===== config.mk =====
export PLATFORM = sky130hd
export DESIGN_NAME = scope_capture_ctrl_flat
export DESIGN_NICKNAME = d
export VERILOG_FILES = /design/src/rtl/scope_capture_ctrl_if.sv /design/src/rtl/scope_capture_ctrl.sv /design/src/flat_wrapper.sv
export SDC_FILE = /design/constraint.sdc
export NUM_CORES = 1
export LEC_CHECK = 0
export CAP_MARGIN = 20
export CELL_PAD_IN_SITES_DETAIL_PLACEMENT = 1
export CELL_PAD_IN_SITES_GLOBAL_PLACEMENT = 1
export CORE_ASPECT_RATIO = 1.25
export CORE_MARGIN = 4
export CORE_UTILIZATION = 35
export CTS_BUF_LIST = sky130_fd_sc_hd__clkbuf_8
export DETAILED_ROUTE_END_ITERATION = 10
export HOLD_SLACK_MARGIN = 0.15
export PLACE_DENSITY_LB_ADDON = 0.1
export SKIP_LAST_GASP = 1
export SLEW_MARGIN = 10
export SYNTH_ARGS = -nofsm -noshare
export SYNTH_HDL_FRONTEND = slang
export SYNTH_SLANG_ARGS = --single-unit

===== constraint.sdc =====
create_clock -name clk -period 2.6 [get_ports clk]
set_input_delay 0.65 -clock clk [delete_from_list [all_inputs] [get_ports clk]]
set_output_delay 0.65 -clock clk [all_outputs]
set_load 0.01 [all_outputs]

===== src/rtl/scope_capture_ctrl_if.sv =====
// scope_capture_ctrl_if: front-panel/trigger inputs and sample-bank write bus of the capture sequencer
interface scope_capture_ctrl_if;
  logic       trig_in;
  logic       vsync;
  logic       run;
  logic       start;
  logic       abort;
  logic       auto_en;
  logic [2:0] tb_sel;
  logic       wr_en;
  logic [7:0] wr_addr;
  logic       wr_bank;
  logic       disp_bank;
  logic       frame_ready;
  logic       auto_trig;
  logic       busy;
  modport master (
    input  trig_in, vsync, run, start, abort, auto_en, tb_sel,
    output wr_en, wr_addr, wr_bank, disp_bank, frame_ready, auto_trig, busy
  );
  modport slave (
    output trig_in, vsync, run, start, abort, auto_en, tb_sel,
    input  wr_en, wr_addr, wr_bank, disp_bank, frame_ready, auto_trig, busy
  );
endinterface


===== src/rtl/scope_capture_ctrl.sv =====
// scope_capture_ctrl: trigger/auto-armed capture sequencer writing ping-pong sample banks
module scope_capture_ctrl #(
  parameter int DEPTH   = 200,
  parameter int AUTO_TO = 5_000_000,
  parameter int HOLDOFF = 1000
) (
  input logic clk,
  input logic rst_n,
  scope_capture_ctrl_if.master bus
);
  localparam logic [1:0] IDLE = 2'd0, ARM = 2'd1, CAPTURE = 2'd2, DONE = 2'd3;
  localparam int TW = $clog2(AUTO_TO + 1);
  localparam int HW = $clog2(HOLDOFF + 1);
  localparam logic [TW-1:0] TO_LAST = TW'(AUTO_TO - 1);
  localparam logic [HW-1:0] HO_END = HW'(HOLDOFF);
  localparam logic [7:0] LAST = 8'(DEPTH - 1);
  localparam logic [7:0] N_TAB [8] = '{8'd1, 8'd2, 8'd5, 8'd10, 8'd20, 8'd50, 8'd100, 8'd200};
  logic [1:0]    state;
  logic [2:0]    ts;
  logic          trig_rise, vs_d, vs_rise, by_run, cap_auto, go_trig, go_auto;
  logic [TW-1:0] to_cnt;
  logic [HW-1:0] ho_cnt;
  logic [7:0]    n_val, div;
  always_comb begin
    go_trig       = trig_rise && ho_cnt == HO_END;
    go_auto       = bus.auto_en && to_cnt == TO_LAST;
    bus.wr_en     = state == CAPTURE && div == 8'd0;
    bus.busy      = state != IDLE;
    bus.disp_bank = ~bus.wr_bank;
  end
  // holdoff/timeout counters run only in ARM and sit at zero elsewhere, so every ARM entry starts them fresh
  always_ff @(posedge clk or negedge rst_n) begin
    if (!rst_n) begin
      state           <= IDLE;
      ts              <= '0;
      trig_rise       <= 1'b0;
      vs_d            <= 1'b0;
      vs_rise         <= 1'b0;
      by_run          <= 1'b0;
      cap_auto        <= 1'b0;
      to_cnt          <= '0;
      ho_cnt          <= '0;
      n_val           <= 8'd1;
      div             <= '0;
      bus.wr_addr     <= '0;
      bus.wr_bank     <= 1'b0;
      bus.frame_ready <= 1'b0;
      bus.auto_trig   <= 1'b0;
    end else begin
      ts              <= {ts[1:0], bus.trig_in};
      trig_rise       <= ts[1] & ~ts[2];
      vs_d            <= bus.vsync;
      vs_rise         <= bus.vsync & ~vs_d;
      bus.frame_ready <= 1'b0;
      ho_cnt <= state == ARM ? (ho_cnt == HO_END ? ho_cnt : ho_cnt + HW'(1)) : '0;
      to_cnt <= state == ARM ? (to_cnt == TO_LAST ? to_cnt : to_cnt + TW'(1)) : '0;
      if (bus.abort) begin
        state       <= IDLE;
        bus.wr_addr <= '0;
      end else if (state == IDLE) begin
        if (bus.run || bus.start) begin
          state  <= ARM;
          by_run <= ~bus.start;
        end
      end else if (state == ARM) begin
        if (go_trig || go_auto) begin
          state       <= CAPTURE;
          cap_auto    <= ~go_trig;
          n_val       <= N_TAB[bus.tb_sel];
          div         <= '0;
          bus.wr_addr <= '0;
        end else if (by_run && !bus.run) begin
          state <= IDLE;
        end
      end else if (state == CAPTURE) begin
        div <= div == n_val - 8'd1 ? 8'd0 : div + 8'd1;
        if (bus.wr_en) begin
          if (bus.wr_addr == LAST) state <= DONE;
          else bus.wr_addr <= bus.wr_addr + 8'd1;
        end
      end else if (vs_rise) begin
        bus.wr_bank     <= ~bus.wr_bank;
        bus.auto_trig   <= cap_auto;
        bus.frame_ready <= 1'b1;
        by_run          <= 1'b1;
        state           <= bus.run ? ARM : IDLE;
      end
    end
  end
endmodule


===== src/flat_wrapper.sv =====
// flat-port wrapper written by rule: the top's interface ports become plain ports
module scope_capture_ctrl_flat 
#(
  parameter int DEPTH   = 200,
  parameter int AUTO_TO = 5_000_000,
  parameter int HOLDOFF = 1000
)
  (clk, rst_n, bus_trig_in, bus_vsync, bus_run, bus_start, bus_abort, bus_auto_en, bus_tb_sel, bus_wr_en, bus_wr_addr, bus_wr_bank, bus_disp_bank, bus_frame_ready, bus_auto_trig, bus_busy);
  scope_capture_ctrl_if bus_i ();
  input logic clk;
  input logic rst_n;
  input wire logic [$bits(bus_i.trig_in)-1:0] bus_trig_in;
  input wire logic [$bits(bus_i.vsync)-1:0] bus_vsync;
  input wire logic [$bits(bus_i.run)-1:0] bus_run;
  input wire logic [$bits(bus_i.start)-1:0] bus_start;
  input wire logic [$bits(bus_i.abort)-1:0] bus_abort;
  input wire logic [$bits(bus_i.auto_en)-1:0] bus_auto_en;
  input wire logic [$bits(bus_i.tb_sel)-1:0] bus_tb_sel;
  output wire logic [$bits(bus_i.wr_en)-1:0] bus_wr_en;
  output wire logic [$bits(bus_i.wr_addr)-1:0] bus_wr_addr;
  output wire logic [$bits(bus_i.wr_bank)-1:0] bus_wr_bank;
  output wire logic [$bits(bus_i.disp_bank)-1:0] bus_disp_bank;
  output wire logic [$bits(bus_i.frame_ready)-1:0] bus_frame_ready;
  output wire logic [$bits(bus_i.auto_trig)-1:0] bus_auto_trig;
  output wire logic [$bits(bus_i.busy)-1:0] bus_busy;
  assign bus_i.trig_in = bus_trig_in;
  assign bus_i.vsync = bus_vsync;
  assign bus_i.run = bus_run;
  assign bus_i.start = bus_start;
  assign bus_i.abort = bus_abort;
  assign bus_i.auto_en = bus_auto_en;
  assign bus_i.tb_sel = bus_tb_sel;
  assign bus_wr_en = bus_i.wr_en;
  assign bus_wr_addr = bus_i.wr_addr;
  assign bus_wr_bank = bus_i.wr_bank;
  assign bus_disp_bank = bus_i.disp_bank;
  assign bus_frame_ready = bus_i.frame_ready;
  assign bus_auto_trig = bus_i.auto_trig;
  assign bus_busy = bus_i.busy;
  scope_capture_ctrl #(.DEPTH(DEPTH), .AUTO_TO(AUTO_TO), .HOLDOFF(HOLDOFF)) u_core (.clk(clk), .rst_n(rst_n), .bus(bus_i));
endmodule

==> run_results.csv, run 1 <==
group,metric,value,unit
status,status,"completed",
logic_synthesis,yosys.area_share.simple,25.8,%
timing,worstMarginPinSlew,0.682,ns
global_route,grt_pass1_vias,3265,
timing,setup_viol_count_final,0,
logic_synthesis,synth_top_family_by_area,"simple AND/OR/NAND/NOR gates",
logic_synthesis,synth_top_cell_by_area,"dfrtp_1",
setup_path,crit_type,"reg -> out",
logic_synthesis,yosys.area_share.xor_xnor,8.33,%
logic_synthesis,ys_seq_area_share,45.0,%
cells_and_area,nFillCells,1245,
route,drc_errors,0,
logic_synthesis,synth_area_leaders,"dfrtp_1 44%, xnor2_1 6.5%, nand2_1 4.9%, ha_1 4.8%, and2_1 4.3%",
clock_tree,clk_latency,0.35,ns
timing,maxSlewViolCount,0,
pwr,ir_worst_vdd,0.000183,V
logic_synthesis,ys_async_sr_fraction,100,%
global_route,grt_max_degree,42,
cells_and_area,nets,470,
route,vias,3034,
floorplanning,die_area,0.0129,mm2
cells_and_area,fin_util,42.6,%
setup_path,cp-end-kind,"primary output",
timing,relSlewSlack,54.5,%
setup_path,cp.required,1.95,ns
placement,gp_congestion,0.788,
floorplanning,rows,42,
floorplanning,core,0.0107,mm2
clock_tree,clock_sinks,70,
placement,portBuffers,24,
logic_synthesis,yosys_warnings,0,
logic_synthesis,synth_cells,409,
setup_path,arrival,1.83,ns
setup_path,rr_worst_depth,8,
logic_synthesis,synth_top_area_share,44.4,%
clock_tree,cts_setup_buffers,0,
clock_tree,cts_buffers,9,
timing,hold_viol_final,0,
setup_path,cp-start-kind,"flop",
floorplanning,io_pins,25,
route,wire_per_inst,15.6,um
clock_tree,htreeDepth,3,
logic_synthesis,synthAdderAreaFrac,4.82,%
route,routed_wl,9.07,mm
placement,dp_hpwl,6.75,mm
logic_synthesis,syn_area,0.00389,mm2
pwr,power_density,539,mW/mm2
setup_path,rr_startpoint,"u_core.n_val[0]",
cells_and_area,regArea,0.00176,mm2
setup_path,cp_max_fo,7,
pwr,p_leak,0.00199,uW
clock_tree,cts_tree,"done",
logic_synthesis,synth-seq-cells,70,
timing,finClkSkew,0.00970,ns
route,postRouteAntennaNets,0,
global_route,antenna_found_initial,0,
clock_tree,clock_path_buffers,2,
route,drt_iter0_markers,56,
logic_synthesis,synth_compound_area_share,11.6,%
logic_synthesis,synth_most_common_cell,"dfrtp_1",
logic_synthesis,synth_edf_count,0,
setup_path,r2r_slack,0.17,ns
global_route,grt_util_all_layers,15.5,%
logic_synthesis,synth_cell_types,52,
timing,finalCritPeriodShare,95.2,%
logic_synthesis,syn_nets,435,
cells_and_area,syn_to_final_growth,17.3,%
logic_synthesis,synth.area.mux_share,1.38,%
clock_tree,ctsHoldBuffers,0,
timing,period_minus_slack,2.48,ns
global_route,grt_pass1_wl,15.8,mm
global_route,overflow,0,
cells_and_area,insertedDiodeCount,0,
timing,rsz0062_at_grt,"false",
logic_synthesis,synthFlopType,"dfrtp_1",
floorplanning,die_x,102,um
floorplanning,die_h,126,um
timing,fmax,404,MHz
flow_run,drv_cap,0,
min_path,hold_path.class,"in -> async",
timing,setup_tns,0,ns
cells_and_area,multiInputGateArea,0.00203,mm2
clock_tree,clock-root-buffer,"clkbuf_8",
setup_path,critPathLaunch,"u_core.state[1]",
route,vias_per_cell,5.22,
floorplanning,start_util,36.3,%
logic_synthesis,avgSynthCellArea,9.51,um2
setup_path,rr_endpoint,"u_core.div[5]",
clock_tree,clk_pin_slew,0.08,ns
route,drtPass1Iterations,4,
logic_synthesis,yosys-top-cells-count,"69 x dfrtp_1, 51 x nand2_1, 29 x xnor2_1, 28 x o21ai_0, 27 x and2_1",
cells_and_area,layout-drive-gt1-share,11.8,%
routing by layer:
metal,share of wire [%],GRT usage [%]
met1,43,18.2
met2,53,26.9
met3,1.8,2.27
met4,2.5,7.72
met5,0,0
flip-flops by register name, summed over array words and instances, names as in the netlist:
signal,count
u_core.to_cnt,23
u_core.ho_cnt,10
u_core.bus.wr_addr,8
u_core.div,8
u_core.n_val,8
u_core.ts,3
u_core.state,2
u_core.bus.auto_trig,1
u_core.bus.frame_ready,1
u_core.bus.wr_bank,1
u_core.by_run,1
u_core.cap_auto,1
u_core.trig_rise,1
u_core.vs_d,1
u_core.vs_rise,1
metrics by stage:
stage | hold WS (ns) | power, uW | instances | cell area, um2 | setup slack [ns]
after floorplan | 0.331 | 1490 | 409 | 3890 | 0.460
after global placement | 0.337 | 1690 | 565 | 4380 | 0.000155
after detailed placement | 0.336 | 1700 | 565 | 4380 | 0.0169
after CTS | 0.344 | 2520 | 581 | 4560 | 0.0183
after global routing | 0.370 | 2610 | 581 | 4570 | 0.00341
final | 0.338 | 2460 | 581 | 4570 | 0.125
report_power, final:
group	leakage [uW]	total, uW	switching (uW)	internal, uW
clock	0.000103	791	406	385
combinational	0.000967	475	269	207
sequential	0.000917	1190	52.6	1140
critical path: stages (launching register included):
cell and delay (ns):
dfrtp_2 0.45, inv_1 0.10, ha_1 0.31, inv_1 0.12, clkdlybuf4s50_1 0.49
cell usage in the layout (no fill, tap or decap), drive strengths merged, types with 2 or more instances in the layout:
cell           Yosys  final
nand4              7      7
and2              27     27
mux2i              2      2
or3b               2      2
nand3b             2      2
nor3b              2      2
or3                4      4
nand4b             3      3
buf                3     15
mux2               3      3
nand2b             3      3
a31oi              2      2
clkdlybuf4s50      0     22
xnor2             29     29
nor4b              3      3
a211oi             4      4
and3               5      5
a21oi              9      9
inv               17     20
nor2b              6      6
nor2              24     24
xor2               8      8
clkinv             0      2
nand3             24     24
a21boi             5      5
nor3              10     10
or2                3      3
nand2             51     51
ha                15     15
o311ai             6      6
o21ai             28     28
dfrtp             69     69
nor4               7      7
clkbuf            11     11
layout make-up:
| cell class | count | share of cell area, % |
|---|---|---|
| Clock inverter | 5 | 0.466 |
| Inverter | 17 | 1.40 |
| Multi-Input combinational cell | 308 | 44.5 |
| Timing Repair Buffer | 38 | 8.25 |
| Tap cell | 132 | 3.62 |
| Sequential cell | 70 | 38.4 |
| Clock buffer | 11 | 3.32 |
worst max path at each step:
stage,to,depth (start not counted)
global placement,u_core.bus.wr_addr[2],5
finish,bus_busy,4
global route,u_core.div[3],8
detailed placement,u_core.bus.wr_addr[5],5
CTS,u_core.bus.wr_addr[5],7
floorplan,u_core.state[0],7
timing repair:
item                       4_1_cts  5_1_grt
gates resized for setup          4        2
pin swaps                        0        1
setup endpoints to repair        1       13
cells by family (layout without fill, tap and decap cells):
logic type | Yosys count | in the layout
and+or+nand+nor | 188 | 188
DFF | 70 | 70
AOI/OAI and AO/OA | 63 | 63
xor gates and xnor gates | 37 | 37
buffers and inverters | 31 | 71
adders and majority gates | 15 | 15
muxes | 5 | 5
No activity file was read; power rests on OpenSTA's default activity.
==> run 2: changes to the inputs <==
--- a/config.mk
+++ b/config.mk
@@ -13,8 +13,10 @@
 export CORE_UTILIZATION = 35
 export CTS_BUF_LIST = sky130_fd_sc_hd__clkbuf_8
 export DETAILED_ROUTE_END_ITERATION = 10
+export DONT_BUFFER_PORTS = 1
 export HOLD_SLACK_MARGIN = 0.15
 export PLACE_DENSITY_LB_ADDON = 0.1
+export RECOVER_POWER = 100
 export SKIP_LAST_GASP = 1
 export SLEW_MARGIN = 10
 export SYNTH_ARGS = -nofsm -noshare
==> run 2 against run 1 <==
Effect of this change: the flow now finishes with violations (capacitance limit, slew limit); power fell by 2.9%; first-iteration DRC count rose by 30%; sequential share of layout area rose by 2.8 points; design area fell by 6.9%; combinational power fell by 20%; flip-flop and latch count did not move; critical path depth rose by 2; global-route usage fell by 0.12 points; sequential power barely moved; fmax rose by 2.0%; largest power group unchanged.
==> run_results.csv, run 2 (synthesis results as in run 1) <==
group,metric,value,unit
setup_path,r2r_slack,0.17,ns
timing,relSlewSlack,-19.2,%
global_route,grt_max_degree,71,
flow_run,drv_cap,1,
setup_path,cp_top_family,"simple AND/OR/NAND/NOR gates",
clock_tree,clock_path_buffers,2,
setup_path,rr_worst_depth,6,
global_route,grt_pass1_wl,15.6,mm
cells_and_area,nets,442,
timing,worstMarginPinSlew,1.79,ns
cells_and_area,final_common_cell,"dfrtp_1",
min_path,hold_path.class,"in -> reg",
timing,setup_slack,0.172,ns
cells_and_area,layout-drive-gt1-share,10.9,%
setup_path,path_cells,"or4b_1 -> nor4_2 -> a41o_2 -> nand2_2 -> a211oi_1 -> a21oi_1",
global_route,antenna_found_initial,0,
cells_and_area,final_cell_mix,"69 x dfrtp_1, 50 x nand2_1, 29 x xnor2_1",
route,wire_per_inst,16.2,um
min_path,hold_path_depth,0,
cells_and_area,insertedDiodeCount,0,
route,vias,2914,
pwr,p_leak,0.00182,uW
placement,gp_congestion,0.719,
floorplanning,core,0.0107,mm2
floorplanning,die_h,126,um
clock_tree,cts_tree,"done",
setup_path,cp-start-kind,"flop",
timing,setup_tns,0,ns
floorplanning,start_util,36.3,%
setup_path,cp.required,2.83,ns
clock_tree,htreeDepth,3,
route,vias_per_cell,5.27,
status,violations,"capacitance limit, slew limit",
setup_path,cpMaxStageDelayCell,"or4b_1",
floorplanning,rows,42,
global_route,overflow,0,
floorplanning,die_area,0.0129,mm2
clock_tree,clk_pin_slew,0.08,ns
min_path,whs_endpoint,"u_core.ts[0]",
route,routed_wl,8.94,mm
timing,maxSlewViolCount,71,
floorplanning,io_pins,25,
setup_path,cp_max_fo,14,
timing,finalCritPeriodShare,93.4,%
setup_path,arrival,2.66,ns
route,drtPass1Iterations,4,
timing,finClkSkew,0.00949,ns
clock_tree,cts_buffers,9,
setup_path,rr_endpoint,"u_core.n_val[1]",
cells_and_area,nFillCells,1254,
setup_path,critPathBufInv,0,
setup_path,max_stage_delay,0.56,ns
global_route,grt_pass1_vias,3112,
global_route,grt_util_all_layers,15.4,%
pwr,power_density,562,mW/mm2
cells_and_area,top_register,"u_core.to_cnt",
clock_tree,clk_latency,0.36,ns
cells_and_area,reg_top3,"u_core.to_cnt x23, u_core.ho_cnt x10",
status,status,"finished, violations left",
route,drc_errors,0,
placement,dp_hpwl,6.40,mm
timing,fmax,412,MHz
cells_and_area,largest_reg_flops,23,
setup_path,cp-end-kind,"flop",
route,postRouteAntennaNets,0,
min_path,holdCritStartpoint,"bus_trig_in",
clock_tree,clock-root-buffer,"clkbuf_8",
timing,hold_viol_final,0,
setup_path,rr_startpoint,"u_core.to_cnt[15]",
placement,dp_slack,-0.0322,ns
pwr,ir_worst_vdd,0.000207,V
timing,rsz0062_at_grt,"true",
floorplanning,die_x,102,um
setup_path,crit_type,"reg -> reg",
timing,period_minus_slack,2.43,ns
route,drt_iter0_markers,73,
timing,setup_viol_count_final,0,
cells_and_area,syn_to_final_growth,9.23,%
clock_tree,clock_sinks,70,
placement,portBuffers,0,
[run 2: power by group]
part / total [uW] / switching [uW] / internal (uW)
clock network: 808 / 441 / 367
registers: 1200 / 60.2 / 1140
logic: 381 / 244 / 137
[run 2: cell type report]
cell class	count	area [um2]	share of cell area [%]
inverters	17	63.8	1.50
flip-flops and latches	70	1750	41.2
clock buffers	10	138	3.24
multi-input cells	308	2040	47.9
repair buffers	10	57.6	1.35
clock inverters	6	37.5	0.883
well taps	132	165	3.89
[run 2: how the worst max path moves through the flow]
stage / end / slack, ns / from / cells after the start
floorplan: u_core.state[0] / 0.46 / u_core.state[0] / 7
global placement: u_core.n_val[2] / -0.003 / u_core.to_cnt[15] / 6
detailed placement: u_core.n_val[2] / -0.03 / u_core.to_cnt[17] / 6
CTS: bus_wr_en / 0.06 / u_core.state[0] / 5
global route: u_core.n_val[1] / -0.006 / u_core.to_cnt[15] / 6
finish: u_core.n_val[1] / 0.17 / u_core.to_cnt[15] / 6
[run 2: repair_timing]
item,in CTS,in global routing
setup endpoints to repair,2,7
resized for setup,2,2
setup buffers,0,0
hold buffers,1,0
pin swaps,0,0
hold endpoints to repair,70,0
[run 2: through the flow]
stage	instance area (um2)	utilization, %	cells	total power, uW	hold slack [ns]
6_report	4250	39.6	553	2390	0.318
5_1_grt	4250	39.6	553	2540	0.290
4_1_cts	4280	39.9	553	2450	0.170
3_5_place_dp	4070	38.0	536	1600	0.337
3_3_place_gp	4070	38.0	536	1580	0.335
2_1_floorplan	3890	-	409	1490	0.331
[run 2: per-layer routing]
| metal | routed length (um) | share of wire, % | vias to the layer above | GRT usage [%] |
|---|---|---|---|---|
| met5 | 0 | 0 | - | 0 |
| met4 | 200 | 2.2 | 0 | 7.18 |
| met3 | 160 | 1.8 | 13 | 2.38 |
| met2 | 4750 | 53 | 20 | 26.8 |
| met1 | 3840 | 43 | 1449 | 18.1 |
| li1 | - | - | 1432 | - |
==> run 3: changes to the inputs <==
--- a/config.mk
+++ b/config.mk
@@ -17,7 +17,6 @@
 export HOLD_SLACK_MARGIN = 0.15
 export PLACE_DENSITY_LB_ADDON = 0.1
 export RECOVER_POWER = 100
-export SKIP_LAST_GASP = 1
 export SLEW_MARGIN = 10
 export SYNTH_ARGS = -nofsm -noshare
 export SYNTH_HDL_FRONTEND = slang
==> run 3 against run 2 <==
Effect of this change: the flow still finishes with violations (capacitance limit, slew limit); critical path type is now reg -> out; setup slack improved by 0.0012 ns; sequential power about the same; wire length increased by 0.28%; die area unchanged; count of clock-buffer cells in the layout unchanged; flip-flop and latch count unchanged; clock power about the same; critical endpoint is now bus_wr_en.
==> run_results.csv, run 3 (synthesis results as in run 1) <==
group,metric,value,unit
route,drtPass1Iterations,4,
timing,rsz0062_at_grt,"false",
global_route,overflow,0,
cells_and_area,insertedDiodeCount,0,
route,routed_wl,8.97,mm
pwr,ir_worst_vdd,0.000207,V
route,wire_per_inst,16.2,um
global_route,grt_pass1_vias,3112,
setup_path,arrival,1.78,ns
route,vias_per_cell,5.30,
floorplanning,start_util,36.3,%
pwr,p_sw_share,31.1,%
setup_path,cp.required,1.95,ns
timing,fmax,412,MHz
pwr,p_clk_share,33.9,%
floorplanning,die_x,102,um
cells_and_area,top_register,"u_core.to_cnt",
cells_and_area,nets,442,
pwr,switchingPower,743,uW
placement,dp_hpwl,6.40,mm
setup_path,cp-start-kind,"flop",
placement,gp_congestion,0.719,
pwr,power_density,564,mW/mm2
route,drt_iter0_markers,66,
clock_tree,clock-root-buffer,"clkbuf_8",
timing,hold_viol_final,0,
route,vias,2929,
pwr,pwr-share-comb,15.8,%
global_route,antenna_found_initial,0,
floorplanning,die_area,0.0129,mm2
cells_and_area,reg_top3,"u_core.to_cnt x23, u_core.ho_cnt x10",
timing,finalCritPeriodShare,93.3,%
pwr,p_leak,0.00181,uW
floorplanning,io_pins,25,
floorplanning,rows,42,
cells_and_area,syn_to_final_growth,8.65,%
timing,worstMarginPinSlew,1.79,ns
status,status,"finished, violations left",
timing,setup_tns,0,ns
clock_tree,cts_tree,"done",
timing,period_minus_slack,2.43,ns
route,postRouteAntennaNets,0,
clock_tree,clock_path_buffers,2,
timing,relSlewSlack,-19.5,%
global_route,grt_util_all_layers,15.4,%
route,drc_errors,0,
timing,maxSlewViolCount,71,
clock_tree,clock_sinks,70,
floorplanning,core,0.0107,mm2
flow_run,drv_cap,1,
setup_path,crit_type,"reg -> out",
setup_path,rr_worst_depth,6,
cells_and_area,final_cell_mix,"69 x dfrtp_1, 50 x nand2_1, 29 x xnor2_1",
min_path,hold_path_depth,0,
clock_tree,htreeDepth,3,
setup_path,cp-end-kind,"primary output",
global_route,grt_pass1_wl,15.6,mm
timing,finClkSkew,0.00836,ns
timing,whs,0.316,ns
clock_tree,cts_buffers,9,
placement,portBuffers,0,
cells_and_area,final_common_cell,"dfrtp_1",
clock_tree,clk_latency,0.36,ns
pwr,internal_power,1640,uW
cells_and_area,nFillCells,1255,
floorplanning,die_h,126,um
status,violations,"capacitance limit, slew limit",
cells_and_area,largest_reg_flops,23,
min_path,hold_path.class,"in -> reg",
setup_path,cp_max_fo,6,
global_route,grt_max_degree,71,
timing,setup_viol_count_final,0,
clock_tree,clk_pin_slew,0.08,ns
pwr,seq_power_share,50.3,%
cells_and_area,layout-drive-gt1-share,10.2,%
[run 3: cell counts in the layout (fill, tap and decap cells not counted)]
No cell type changed its count.
[run 3: final cells by class]
cell class | count | area [um2] | area share, %
clock buffer | 10 | 138 | 3.26
clock inverter | 6 | 37.5 | 0.888
sequential | 70 | 1750 | 41.5
multi-input combinational | 308 | 2010 | 47.6
tap | 132 | 165 | 3.91
inverter | 17 | 63.8 | 1.51
timing repair buffer | 10 | 57.6 | 1.36
[run 3: critical path, cell delays in order (launching register included)]
cell     delay (ns)
dfrtp_1        0.42
inv_1          0.15
ha_2           0.26
nor4b_1        0.24
nand2_1        0.20
inv_1          0.15
[run 3: worst paths after layout]
kind                                   startpoint                end  slack, ns
worst min-delay path                  bus_trig_in       u_core.ts[0]       0.32
max in group asynchronous                   rst_n  u_core.to_cnt[14]       0.77
worst min register to register       u_core.ts[0]       u_core.ts[1]       0.35
worst max-delay path              u_core.state[0]          bus_wr_en       0.17
min in group asynchronous                   rst_n   u_core.ho_cnt[4]       0.77
worst max register to register  u_core.to_cnt[15]    u_core.n_val[1]       0.19
[run 3: routing by layer]
layer	global-route usage, %	wire, um
met1	18.1	3850
met2	26.8	4760
met3	2.38	156
met4	7.18	199
met5	0	0
[run 3: power by group through the flow]
stage	logic [uW]	clock network, uW	registers (uW)
5_1_grt	440	886	1210
3_3_place_gp	366	0	1220
2_1_floorplan	282	0	1210
3_5_place_dp	378	0	1220
6_report	376	809	1200
4_1_cts	408	846	1200
[run 3: per-stage QoR]
stage                     setup slack [ns]  cells  power [uW]  area, um2  util, %
after floorplan                      0.460    409        1490       3890        -
after global placement            -0.00275    536        1580       4070     38.0
after detailed placement           -0.0322    536        1600       4070     38.0
after CTS                           0.0638    553        2450       4280     39.9
after global routing                0.0188    553        2540       4230     39.4
final                                0.174    553        2390       4230     39.4
[run 3: repair_timing]
item,in CTS,in global routing
endpoints found under the hold margin,70,0
hold buffers,1,0
setup buffers,0,0
endpoints found under the setup margin,2,7
resized for setup,2,2
pin swaps,0,1
gates cloned,0,0
